$ cat config.mk
export PLATFORM = sky130hd
export DESIGN_NAME = alu_sub_serial
export DESIGN_NICKNAME = d
export VERILOG_FILES = /design/src/rtl/alu_pkg.sv /design/src/rtl/sub_slice.sv /design/src/rtl/alu_sub_serial.sv
export SDC_FILE = /design/constraint.sdc
export NUM_CORES = 1
export LEC_CHECK = 0
export CAP_MARGIN = 40
export CORE_MARGIN = 2
export CORE_UTILIZATION = 30
export DETAILED_ROUTE_END_ITERATION = 7
export PLACE_DENSITY = 0.47
export SLEW_MARGIN = 20
export SYNTH_ARGS = -nofsm -noshare
export SYNTH_HDL_FRONTEND = slang
export SYNTH_SLANG_ARGS = --single-unit
$ cat constraint.sdc
create_clock -name clk -period 9.3 [get_ports clk]
set_input_delay 1.395 -clock clk [delete_from_list [all_inputs] [get_ports clk]]
set_output_delay 1.395 -clock clk [all_outputs]
set_load 0.05 [all_outputs]
$ cat src/rtl/alu_pkg.sv
// Shared ALU definitions: sequencer states and default datapath geometry
// for the serial subtractor.
package alu_pkg;

   typedef enum logic [1:0] {
      IDLE = 2'd0,
      CALC = 2'd1,
      DONE = 2'd2
   } state_t;

   localparam int WIDTH_DEF   = 16;
   localparam int SLICE_DEF   = 4;
   localparam int NSLICE_DEF  = WIDTH_DEF / SLICE_DEF;
   localparam int SLICE_IDX_W = (NSLICE_DEF > 1) ? $clog2(NSLICE_DEF) : 1;

endpackage

$ cat src/rtl/sub_slice.sv
// One SLICE-bit subtract cell: a + ~b + cin, reused every cycle by the
// serial subtractor.
module sub_slice #(
   parameter int SLICE = 4
) (
   input  logic [SLICE-1:0] a,
   input  logic [SLICE-1:0] b,
   input  logic             cin,
   output logic [SLICE-1:0] diff,
   output logic             cout
);

   logic [SLICE:0] sum;

   always_comb begin
      sum  = {1'b0, a} + {1'b0, ~b} + {{SLICE{1'b0}}, cin};
      diff = sum[SLICE-1:0];
      cout = sum[SLICE];
   end

endmodule

$ cat src/rtl/alu_sub_serial.sv
// Iterative two's-complement subtractor: one SLICE-bit slice per clock,
// LSB first, with zero/sign/borrow/parity/overflow flags on completion.
module alu_sub_serial
   import alu_pkg::*;
#(
   parameter int WIDTH = WIDTH_DEF,
   parameter int SLICE = SLICE_DEF
) (
   input  logic             clk,
   input  logic             rst,
   input  logic [WIDTH-1:0] a,
   input  logic [WIDTH-1:0] b,
   input  logic             in_valid,
   output logic             in_ready,
   output logic [WIDTH-1:0] diff,
   output logic             zero_flag,
   output logic             sign_flag,
   output logic             carry_flag,
   output logic             parity_flag,
   output logic             overflow_flag,
   output logic             out_valid,
   input  logic             out_ready
);

   localparam int NSLICE = WIDTH / SLICE;
   localparam int IDX_W  = (NSLICE > 1) ? $clog2(NSLICE) : 1;

   state_t           state, state_nxt;
   logic [WIDTH-1:0] a_q, b_q, acc_q, acc_nxt;
   logic [IDX_W-1:0] idx_q;
   logic             carry_q;
   logic [SLICE-1:0] a_sl, b_sl, d_sl;
   logic             c_sl;
   logic             last_slice;
   logic             accept;

   function automatic logic parity_even(input logic [WIDTH-1:0] v);
      return ~^v;
   endfunction

   function automatic logic signed_ovf(input logic [WIDTH-1:0] x,
                                       input logic [WIDTH-1:0] y,
                                       input logic [WIDTH-1:0] r);
      return (x[WIDTH-1] ^ y[WIDTH-1]) & (r[WIDTH-1] ^ x[WIDTH-1]);
   endfunction

   always_comb begin
      a_sl       = a_q[int'(idx_q)*SLICE +: SLICE];
      b_sl       = b_q[int'(idx_q)*SLICE +: SLICE];
      last_slice = (idx_q == IDX_W'(NSLICE - 1));
      accept     = in_valid && (state == IDLE);
   end

   sub_slice #(.SLICE(SLICE)) u_slice (
      .a    (a_sl),
      .b    (b_sl),
      .cin  (carry_q),
      .diff (d_sl),
      .cout (c_sl)
   );

   // Partial result stays internal; the diff port only changes on the final slice.
   always_comb begin
      acc_nxt = acc_q;
      acc_nxt[int'(idx_q)*SLICE +: SLICE] = d_sl;
   end

   always_ff @(posedge clk or posedge rst) begin
      if (rst) begin
         state <= IDLE;
      end else begin
         state <= state_nxt;
      end
   end

   always_comb begin
      state_nxt = state;
      case (state)
         IDLE:    if (in_valid) state_nxt = CALC;
         CALC:    if (last_slice) state_nxt = DONE;
         DONE:    if (out_ready) state_nxt = IDLE;
         default: state_nxt = IDLE;
      endcase
   end

   always_comb begin
      in_ready  = (state == IDLE);
      out_valid = (state == DONE);
   end

   always_ff @(posedge clk or posedge rst) begin
      if (rst) begin
         a_q           <= '0;
         b_q           <= '0;
         acc_q         <= '0;
         idx_q         <= '0;
         carry_q       <= 1'b0;
         diff          <= '0;
         zero_flag     <= 1'b0;
         sign_flag     <= 1'b0;
         carry_flag    <= 1'b0;
         parity_flag   <= 1'b0;
         overflow_flag <= 1'b0;
      end else if (accept) begin
         a_q     <= a;
         b_q     <= b;
         acc_q   <= '0;
         idx_q   <= '0;
         carry_q <= 1'b1;
      end else if (state == CALC) begin
         acc_q   <= acc_nxt;
         carry_q <= c_sl;
         idx_q   <= idx_q + IDX_W'(1);
         if (last_slice) begin
            diff          <= acc_nxt;
            zero_flag     <= (acc_nxt == '0);
            sign_flag     <= acc_nxt[WIDTH-1];
            carry_flag    <= ~c_sl;
            parity_flag   <= parity_even(acc_nxt);
            overflow_flag <= signed_ovf(a_q, b_q, acc_nxt);
         end
      end
   end

endmodule

======== Word-level counts from Yosys, hierarchy flattened ========
Index checks and enable logic that the tools add are counted.
W data, S select, Z words.
storage, ports and cells
  output and inout bits ................... 23
  input port bits ......................... 36
  word-level logic and storage cells ...... 50
  flip-flop bits (word level) ............. 74
cells by class
  equal/unequal tests ..................... 6
  reductions and logical operators ........ 7
  shift-type cells ........................ 4
  bitwise gates (word level) .............. 6
  multiplexer cells ....................... 11
  add/sub/neg operators ................... 4
operator list
  kind                       number
  $neg A4 Y33                1
  $shift A4 B33 Y16 const A  1
  $shiftx A4 B33 Y16         1
  $mux W16                   2
  $shiftx A16 B5 Y4          2
  $bwmux W16                 1
  $logic_not A16 Y1          1
  $reduce_xnor A16 Y1        1
  $mux W2                    5
  $pmux W2 S3                1
  $reduce_and A3 Y1          2
  $add A4 B4 Y5              1
  $add A5 B1 Y5              1
  $eq A2 B2 Y1 const B       2
  $ne A2 B2 Y1 const B       2
  $not A4 Y4                 1
  $add A2 B1 Y2 const B      1
  $eq A2 B1 Y1 const B       1
  $logic_not A2 Y1           1
  $mux W1                    2
  $ne A2 B1 Y1 const B       1
  $not A1 Y1                 2
  $reduce_bool A2 Y1         1
  $xor A1 B1 Y1              2
  2 further kinds            2

======== Depth between registers and ports, before layout ========
  word-level depth ........................ 8
  gate-level depth with buffers ........... 15
  gate-level depth less buffers ........... 14

======== Modules after synthesis ========
A second synthesis with hierarchy kept.
second synthesis, totals
  cell total of the unflattened synthesis .. 395
  area total of the unflattened synthesis .. 3753.6 µm²
by module, submodules not included
  module          seq. area each (µm²)  area an instance (µm²)  instances  cells each
  alu_sub_serial  1826.8                3602.2                  1          377
  sub_slice       0.0                   151.4                   1          18

======== Worst setup path after synthesis ========
OpenSTA, ideal clock, no wires.
  path kind ............................... register to register
  start point ............................. register idx_q[0]
  end point ............................... register parity_flag
  setup slack ............................. 5595 ps
  arrival ................................. 3613 ps
  required time ........................... 9208 ps
  clock period less this slack ............ 3705 ps
  cell stages (with the launch flop) ...... 15
  path buffers ............................ 1
  setup time .............................. 92 ps
  path through ............................ dfrtp_1 buf_6 mux4_2 fa_1 inv_1 fa_1 a22oi_1 ha_1 xnor2_1 xnor2_1 xnor2_1 xnor2_1 and3_4 nor3_1 o31ai_2
between the ends
  cells in the longest elaborated chain, start to end .. 7
  elaborated cells on any way between the ends .. 12
  those cells by class .................... add/sub (3); eq/ne (1); shift (4); mux (1); bitwise (1); reduce/logical (2)
ends and longest elaborated chain
  item                      line                   source
  start: declaration        alu_sub_serial.sv:30   logic [IDX_W-1:0] idx_q;
  start signal: assignment  alu_sub_serial.sv:113  idx_q <= idx_q + IDX_W'(1);
  $shiftx A16 B5 Y4         alu_sub_serial.sv:49   b_sl = b_q[int'(idx_q)*SLICE +: SLICE];
  $not A4 Y4                sub_slice.sv:16        sum = {1'b0, a} + {1'b0, ~b} + {{SLICE{1'b0}}, cin};
  $add A4 B4 Y5             sub_slice.sv:16
  $add A5 B1 Y5             sub_slice.sv:16
  $shiftx A4 B33 Y16        alu_sub_serial.sv:65   acc_nxt[int'(idx_q)*SLICE +: SLICE] = d_sl;
  $bwmux W16                alu_sub_serial.sv:65
  $reduce_xnor A16 Y1       alu_sub_serial.sv:38   return ~^v;
  end signal: assignment    alu_sub_serial.sv:119  parity_flag <= parity_even(acc_nxt);
  end: declaration          alu_sub_serial.sv:19   output logic parity_flag,
Several ways; a longest one is shown, not always the timed one.
A chain may end at the register's enable or synchronous reset.

======== Final worst setup path ========
Same ends and word-level chain as after synthesis.

==> results.md <==
- TritonCTS buffer count: 9
- Wire per inst: around 16 µm
- Final net count: approximately 420
- Synth Warn #: 0
- H-Tree Depth: 3
- Hold/Removal Path Class: reg2reg
- Share of cells above drive strength 1: between 10% and 20%
- All-layer global routing usage: 13.49%
- Worst Skew: between 5 and 6 ps
- Async S/R FF share, synth: 100.0%
- Initial DRC count: 165
- CP Max Fanout: 18
- # DRC: 0
- Synth Area in Simple Gates: 9.739%
- Main flop type after synthesis: dfrtp_1
- Critical path startpoint category: flop
- Post-synth top cells: dfrtp_1 (73), nand2_1 (36), mux2_2 (33)
- Status: finished, final reports clean
- Worst-Skew Late Latency: 330 ps
- Io pins: 59
- Post-route ant nets: 0
- Crit end category: flop
- Initial Utilization: between 30% and 40%
- Period Utilization, post-route: 46.00%
- Setup TNS: 0 ps
- Core area: 12010 µm²
- Post-Syn Nets: 365
- Worst-path clk slew: 60 ps
- # port buffers: 58
- Max-slew headroom: 50.00%
- Routed wire length: 8293 µm
- Count leader, synth: dfrtp_1
- Std cell rows: 40
- Final slew viol count: 0
- Final Setup Violations: 0
- CTS Hold Bufs: 0
- First-pass GRT wire length: 13740 µm
- Max-cap violation count: 0
- Least-Margin Pin Slew: 749.9 ps
- Top cells by area, synth: dfrtp_1 (50%), mux2_2 (10%), mux4_2 (4.9%)
- Pin count of the biggest net entering global routing: 43
- Post-Synthesis Cells: roughly 310
- Mux cell area share after synthesis: between 15 and 20%
- Compound-Gate Fraction of Synth Area: 13.17%
- Vias per cell: roughly 5
- RSZ-0062 raised after global routing: no
- Worst EP required: between 9000 and 10000 ps
- Arrival @ worst endpoint: approximately 4500 ps
- Yosys top cell by area: dfrtp_1
- Total number of vias: 2564
- Drt first pass iters: 4
- Post-Syn Area per Cell: 11.74 µm²
- Peak Freq: ~230 MHz
- Number of antenna violations at the first check in global routing: 0
- Share of the synthesized area in the top cell type: 49.54%
- Adder-cell area share of the yosys netlist: 5.497%
- Final GP Congestion: 0.8261
- Post-CTS Repair Setup Buffers: 0
- Total number of clock tree sinks: 73
- DP HPWL: between 6000 and 7000 µm
- Netlist Area Pre-Place: 3687 µm²
- Clock root cell: clkbuf_16
- WS Path Type: reg2reg
- Ant diodes: 0
- Die Wd: between 100 and 150 µm
- DIE AREA: 13190 µm²
- Fin crit period: 4278 ps
- Xor/xnor share of the synthesized area: 2.545%
- Synth Register Bits: between 70 and 80
- Largest family of logic cells by synthesized area: multiplexers
- Post-cts gate resize count: 0
- Clock buffer depth: 2
- Final Hold Viols: 0
- Sequential area share after synthesis: 49.54%
- Synth cell types: 47
- GRT Residual Overflow: 0
- Area grow syn2layout: 30.37%
- Die height: 114.9 µm
- Vias in the first global route: 2547
- Number of synthesized flops with an enable pin: 0
- CTS tree: done
## metrics by stage
stage	util, %	setup WS (ps)	cells	hold slack, ps	instance area (µm²)
6_report	40.02	5022	524	474.5	4807
5_1_grt	40.02	4699	524	499.5	4807
4_1_cts	40.02	5040	524	482.3	4807
3_5_place_dp	37.15	5068	508	469.4	4462
3_3_place_gp	36.63	5155	505	460.1	4399
2_1_floorplan	-	5595	314	459.6	3687
## metal layers
metal  track usage, %  routed length [µm]  vias up
li1                 -                   -     1248
met1            19.22                4118     1244
met2            20.00                3684       65
met3            3.743                 400        7
met4            4.177                  90        0
met5                0                   0        -
## logic make-up after synthesis
group | count (synthesis)
AOI/OAI and AO/OA | 72
xor gates and xnor gates | 7
adders and majority gates | 15
buffers and inverters | 35
DFF | 73
muxes | 43
and+or+nand+nor | 69
## layout make-up
cell class                      instances  area, µm²
Timing Repair Buffer                   65      673.1
Fill cell                            1191       7204
Clock buffer                           11      242.7
Multi-Input combinational cell        206       1714
Clock inverter                          5      102.6
Sequential cell                        73       1827
Tap cell                              147      183.9
Inverter                               17      63.81
## layout by cell type (no fill, tap or decap), types with 4 or more instances in the layout
cell type,n
a21oi_1,6
nor2b_1,7
nor2_1,5
o21ai_0,28
clkbuf_16,9
o22ai_1,11
mux4_2,8
buf_4,4
dfrtp_1,73
a22oi_1,10
xnor2_1,5
nand2_1,36
mux2_2,33
a22o_1,5
ha_1,13
clkdlybuf4s50_1,58
inv_1,16
## sequential cells by signal, indices dropped and copies added (netlist names)
signal         flops
acc_q             16
idx_q              2
zero_flag          1
b_q               16
carry_flag         1
parity_flag        1
carry_q            1
a_q               16
diff              16
state              2
overflow_flag      1
## critical path, cell delays in order, from the launching register on
cell and delay, ps:
dfrtp_1 830, mux4_2 610, fa_1 400, inv_1 80, fa_1 480, a22oi_1 320, ha_1 310, xnor2_1 190
xnor2_1 170, xnor2_1 110, xnor2_1 220, and3_4 210, nor3_1 50, o31ai_2 210
## final timing paths
| path | from | end | slack [ps] | cells after the start |
|---|---|---|---|---|
| setup / recovery | idx_q[0] | parity_flag | 5020 | 13 |
| hold / removal | diff[10] | diff[10] | 470 | 2 |
| setup reg to reg | idx_q[0] | parity_flag | 5020 | 13 |
| hold reg to reg | diff[10] | diff[10] | 470 | 2 |
| max in group asynchronous | rst | acc_q[15] | 7260 | 4 |
| min in group asynchronous | rst | a_q[10] | 1470 | 3 |
Power is not shown: default switching activity piles up to over one toggle a cycle in this logic, so the estimate is an artifact.
==> RTL change 1, RTL diff (config.mk and constraints unchanged) <==
Set the package constant `WIDTH_DEF` to 32 (it was 16).
--- a/src/rtl/alu_pkg.sv
+++ b/src/rtl/alu_pkg.sv
@@ -9,5 +9,5 @@
    } state_t;
 
-   localparam int WIDTH_DEF   = 16;
+   localparam int WIDTH_DEF   = 32;
    localparam int SLICE_DEF   = 4;
    localparam int NSLICE_DEF  = WIDTH_DEF / SLICE_DEF;
Interface: changed (resized a, b and diff); port bits go from 59 to 107. No check against the original RTL was run, so the function may have changed too.
==> RTL change 1 against the unedited design <==
Global-route usage grew 2.8 points. Synthesized area grew 81%. Maximum frequency shrank 16%. Setup slack lost 0.82 ns. Routed wire length grew 120%. Sequential cell count grew 65. Critical path depth grew 7. Design area grew 80%. Via count grew 100%. Critical path type unchanged. Largest cell class unchanged.
==> RTL change 1: results (changes against the unedited design) <==
- M3 GR Usage: 3.969% (+0.23 points)
- Final Wtd Congestion: 0.8316 (+0.67%)
- Vias in the first global route: 5595 (+120%)
- Routed wire length: 18050 um (+120%)
- DR WL met3: 811 um (+100%)
- First-pass GRT wire length: 29860 um (+120%)
- Worst path max stage delay: 0.59 ns (-0.24 ns)
- Hold Path Sink: a_q[6]$_DFFE_PP0P_
- Crit path DAT: 5.39 ns (+0.87 ns)
- Slew margin rel.: 52.99% (+3.0 points)
- Tcrit/Tclk final: 54.87% (+8.9 points)
- Fillcell total: 2157 (+81%)
- Mapped Avg Cell Area: 9.504 um^2 (-19%)
- Finished Layout Cells: 1084 (+110%)
- Initial core utilization: 30.62% (-0.082 points)
- FF-to-FF setup slack: 4.20 ns (-0.82 ns)
- Routed via count: 5137 (+100%)
- Port bufs: 106 (+83%)
- Detail Route met2 WL: 8755 um (+140%)
- Status: completed
- Distinct cells, synth: 41 (-13%)
- Worst-Skew Late Latency: 0.42 ns (+0.09 ns)
- Syn nets: 791 (+120%)
- Placement Cell Area: 8003 um^2 (+79%)
- H-tree levels: 4 (+1)
- Mux contribution to synthesized area: 8.970% (-6.5 points)
- DP Cell Count: 1052 (+110%)
- Synth cell count leaders: nand2_1, dfrtp_1, o21ai_0
- PnR Total Power: 3.794 mW
RTL change 1: cell count changes after synthesis, moves of 7 or more:
cell / unedited run / this run
mux2_2: 33 / 1
o22ai_1: 11 / 0
clkbuf_1: 12 / 34
dfrtp_1: 73 / 138
nor3_1: 2 / 15
mux2i_1: 2 / 19
o21ai_0: 28 / 71
inv_1: 17 / 10
nand2_1: 36 / 253
nand3_1: 1 / 40
xnor2_1: 5 / 18
a22oi_1: 10 / 0
RTL change 1: layout make-up:
class / instances / area [um^2] / share of cell area (%)
Multi-Input combinational cell: 510 / 3014 / 34.86
Clock inverter: 12 / 163.9 / 1.896
Inverter: 11 / 46.29 / 0.5354
Tap cell: 280 / 350.3 / 4.052
Sequential cell: 138 / 3453 / 39.94
Clock buffer: 19 / 452.9 / 5.238
Timing Repair Buffer: 114 / 1166 / 13.49
==> RTL change 2, RTL diff (same flow settings) <==
Made on the original files. Put one more register stage on the output `parity_flag`, with the module's reset. The value now appears one clock later. The other outputs are not delayed to match.
--- a/src/rtl/alu_sub_serial.sv
+++ b/src/rtl/alu_sub_serial.sv
@@ -25,4 +25,6 @@
    localparam int NSLICE = WIDTH / SLICE;
    localparam int IDX_W  = (NSLICE > 1) ? $clog2(NSLICE) : 1;
+
+   logic parity_flag_s0;
 
    state_t           state, state_nxt;
@@ -100,5 +102,5 @@
          sign_flag     <= 1'b0;
          carry_flag    <= 1'b0;
-         parity_flag   <= 1'b0;
+         parity_flag_s0 <= 1'b0;
          overflow_flag <= 1'b0;
       end else if (accept) begin
@@ -117,5 +119,5 @@
             sign_flag     <= acc_nxt[WIDTH-1];
             carry_flag    <= ~c_sl;
-            parity_flag   <= parity_even(acc_nxt);
+            parity_flag_s0 <= parity_even(acc_nxt);
             overflow_flag <= signed_ovf(a_q, b_q, acc_nxt);
          end
@@ -123,4 +125,12 @@
    end
 
+   always_ff @(posedge clk or posedge rst) begin
+      if (rst) begin
+         parity_flag <= '0;
+      end else begin
+         parity_flag <= parity_flag_s0;
+      end
+   end
+
 endmodule
 
Check against the original RTL: not equivalent (Yosys sat finds a counterexample within 10 cycles, from zero or initial values and one cycle with rst high).
==> RTL change 2 against the unedited design <==
Setup slack better by 0.028 ns. Critical endpoint is now parity_flag_s0$_DFFE_PP0P_. Clock skew about the same. Highest routed layer unchanged. Design area up 0.47%. Sequential cell count up 1. Critical path type unchanged. Routed wire length up 2.4%. Synthesized area up 0.68%.
Power is not shown: default switching activity piles up to over one toggle a cycle in this logic, so the estimate is an artifact.
==> RTL change 2: results (changes against the unedited design) <==
- Synth cell count leaders: dfrtp_1, nand2_1, mux2_2
- Adder-Cell Fraction of Synth Area: 5.460% (-0.037 points)
- Fillcell total: 1161 (-2.5%)
- CTS resizes: 0 (unchanged)
- Placement Cell Area: 4509 um^2 (+1.1%)
- Register area share after synthesis: 49.88% (+0.34 points)
- Routed wire length: 8490 um (+2.4%)
- Syn nets: 366 (+0.27%)
- ClkCell Share: 6.632% (-0.55 points)
- Synth Instances: 315 (+0.32%)
- DRT iter0 DRCs: 113 (-32%)
- CP top delay family: adder cells
- Post-route ant nets: 0 (unchanged)
- Bufs w/o clock: 65 (unchanged)
- Layout non-clock buf frac: 13.86% (-0.14 points)
- Nets: 424 (+0.24%)
- Detail Route met2 WL: 3846 um (+4.4%)
- Worst reg2reg path endpoint: parity_flag_s0$_DFFE_PP0P_
- Tcrit/Tclk final: 45.70% (-0.30 points)
- Hold Path Sink: parity_flag$_DFF_PP0_
- Met2 Use GR: 21.53% (+1.5 points)
- HP Start: parity_flag_s0$_DFFE_PP0P_
- Final hold slack: 0.4009 ns (-0.07358 ns)
- Worst-Skew Late Latency: ~0.34 ns
- DP Cell Count: 530 (+4.3%)
- CTS Sinks: 74 (+1.4%)
- DR WL met3: 333 um (-17%)
- Area fraction in compound gates after synthesis: 13.08% (-0.089 points)
- Final setup skew: 0.006174 ns (+0.0004859 ns)
- M3 GR Usage: 2.425% (-1.3 points)
- Routed via count: 2616 (+2.0%)
- Vias per inst: 4.791 (-2.1%)
- First-pass GRT wire length: 14280 um (+4.0%)
- Syn. warnings: 0 (unchanged)
- Hold Path Stages: 0 (-2)
- Status: completed
- 1st-pass router iterations: 6 (+2)
- Largest net degree at the start of global routing: 44 (+2.3%)
- Synth area leaders: dfrtp_1, mux2_2, mux4_2
- Slew margin rel.: 49.26% (-0.74 points)
- Distinct cells, synth: 47 (unchanged)
- HPWL after DPL: 6188 um (+1.1%)
- Final Wtd Congestion: 0.8159 (-1.2%)
- Fraction of layout cells with a size suffix above 1: 19.31% (-0.051 points)
- M1 WL: 4137 um (+0.46%)
- Crit path DAT: 4.50 ns (-0.02 ns)
- FF-to-FF setup slack: 5.05 ns (+0.03 ns)
- Critical Path Slowest Stage Cell: dfrtp_1
- M1 GR Usage: 19.85% (+0.62 points)
- Multi-input combinational area share: 35.49% (-0.17 points)
- Max Used Layer: met4
- Seq area share: 38.34% (+0.34 points)
- Mux contribution to synthesized area: 15.40% (-0.10 points)
- Post-Synth XOR/XNOR Area: 2.528% (-0.017 points)
- Total Routing Usage GR: 14.18% (+0.69 points)
RTL change 2: worst max path at each step:
| stage | start | end | cells past startpoint |
|---|---|---|---|
| 2_1_floorplan | idx_q[0]$_DFFE_PP0P_ | parity_flag_s0$_DFFE_PP0P_ | 14 |
| 3_3_place_gp | idx_q[0]$_DFFE_PP0P_ | parity_flag_s0$_DFFE_PP0P_ | 13 |
| 3_5_place_dp | idx_q[0]$_DFFE_PP0P_ | parity_flag_s0$_DFFE_PP0P_ | 13 |
| 4_1_cts | idx_q[0]$_DFFE_PP0P_ | parity_flag_s0$_DFFE_PP0P_ | 13 |
| 5_1_grt | idx_q[0]$_DFFE_PP0P_ | parity_flag_s0$_DFFE_PP0P_ | 13 |
| 6_report | idx_q[0]$_DFFE_PP0P_ | parity_flag_s0$_DFFE_PP0P_ | 13 |
RTL change 2: logic make-up (layout without fill, tap and decap cells):
logic type,count (synthesis),after routing
fa+ha+maj,15,15
xor+xnor,7,7
simple gates,69,69
buf+inv,35,98
compound gates,72,72
flops,74,74
mux,43,43
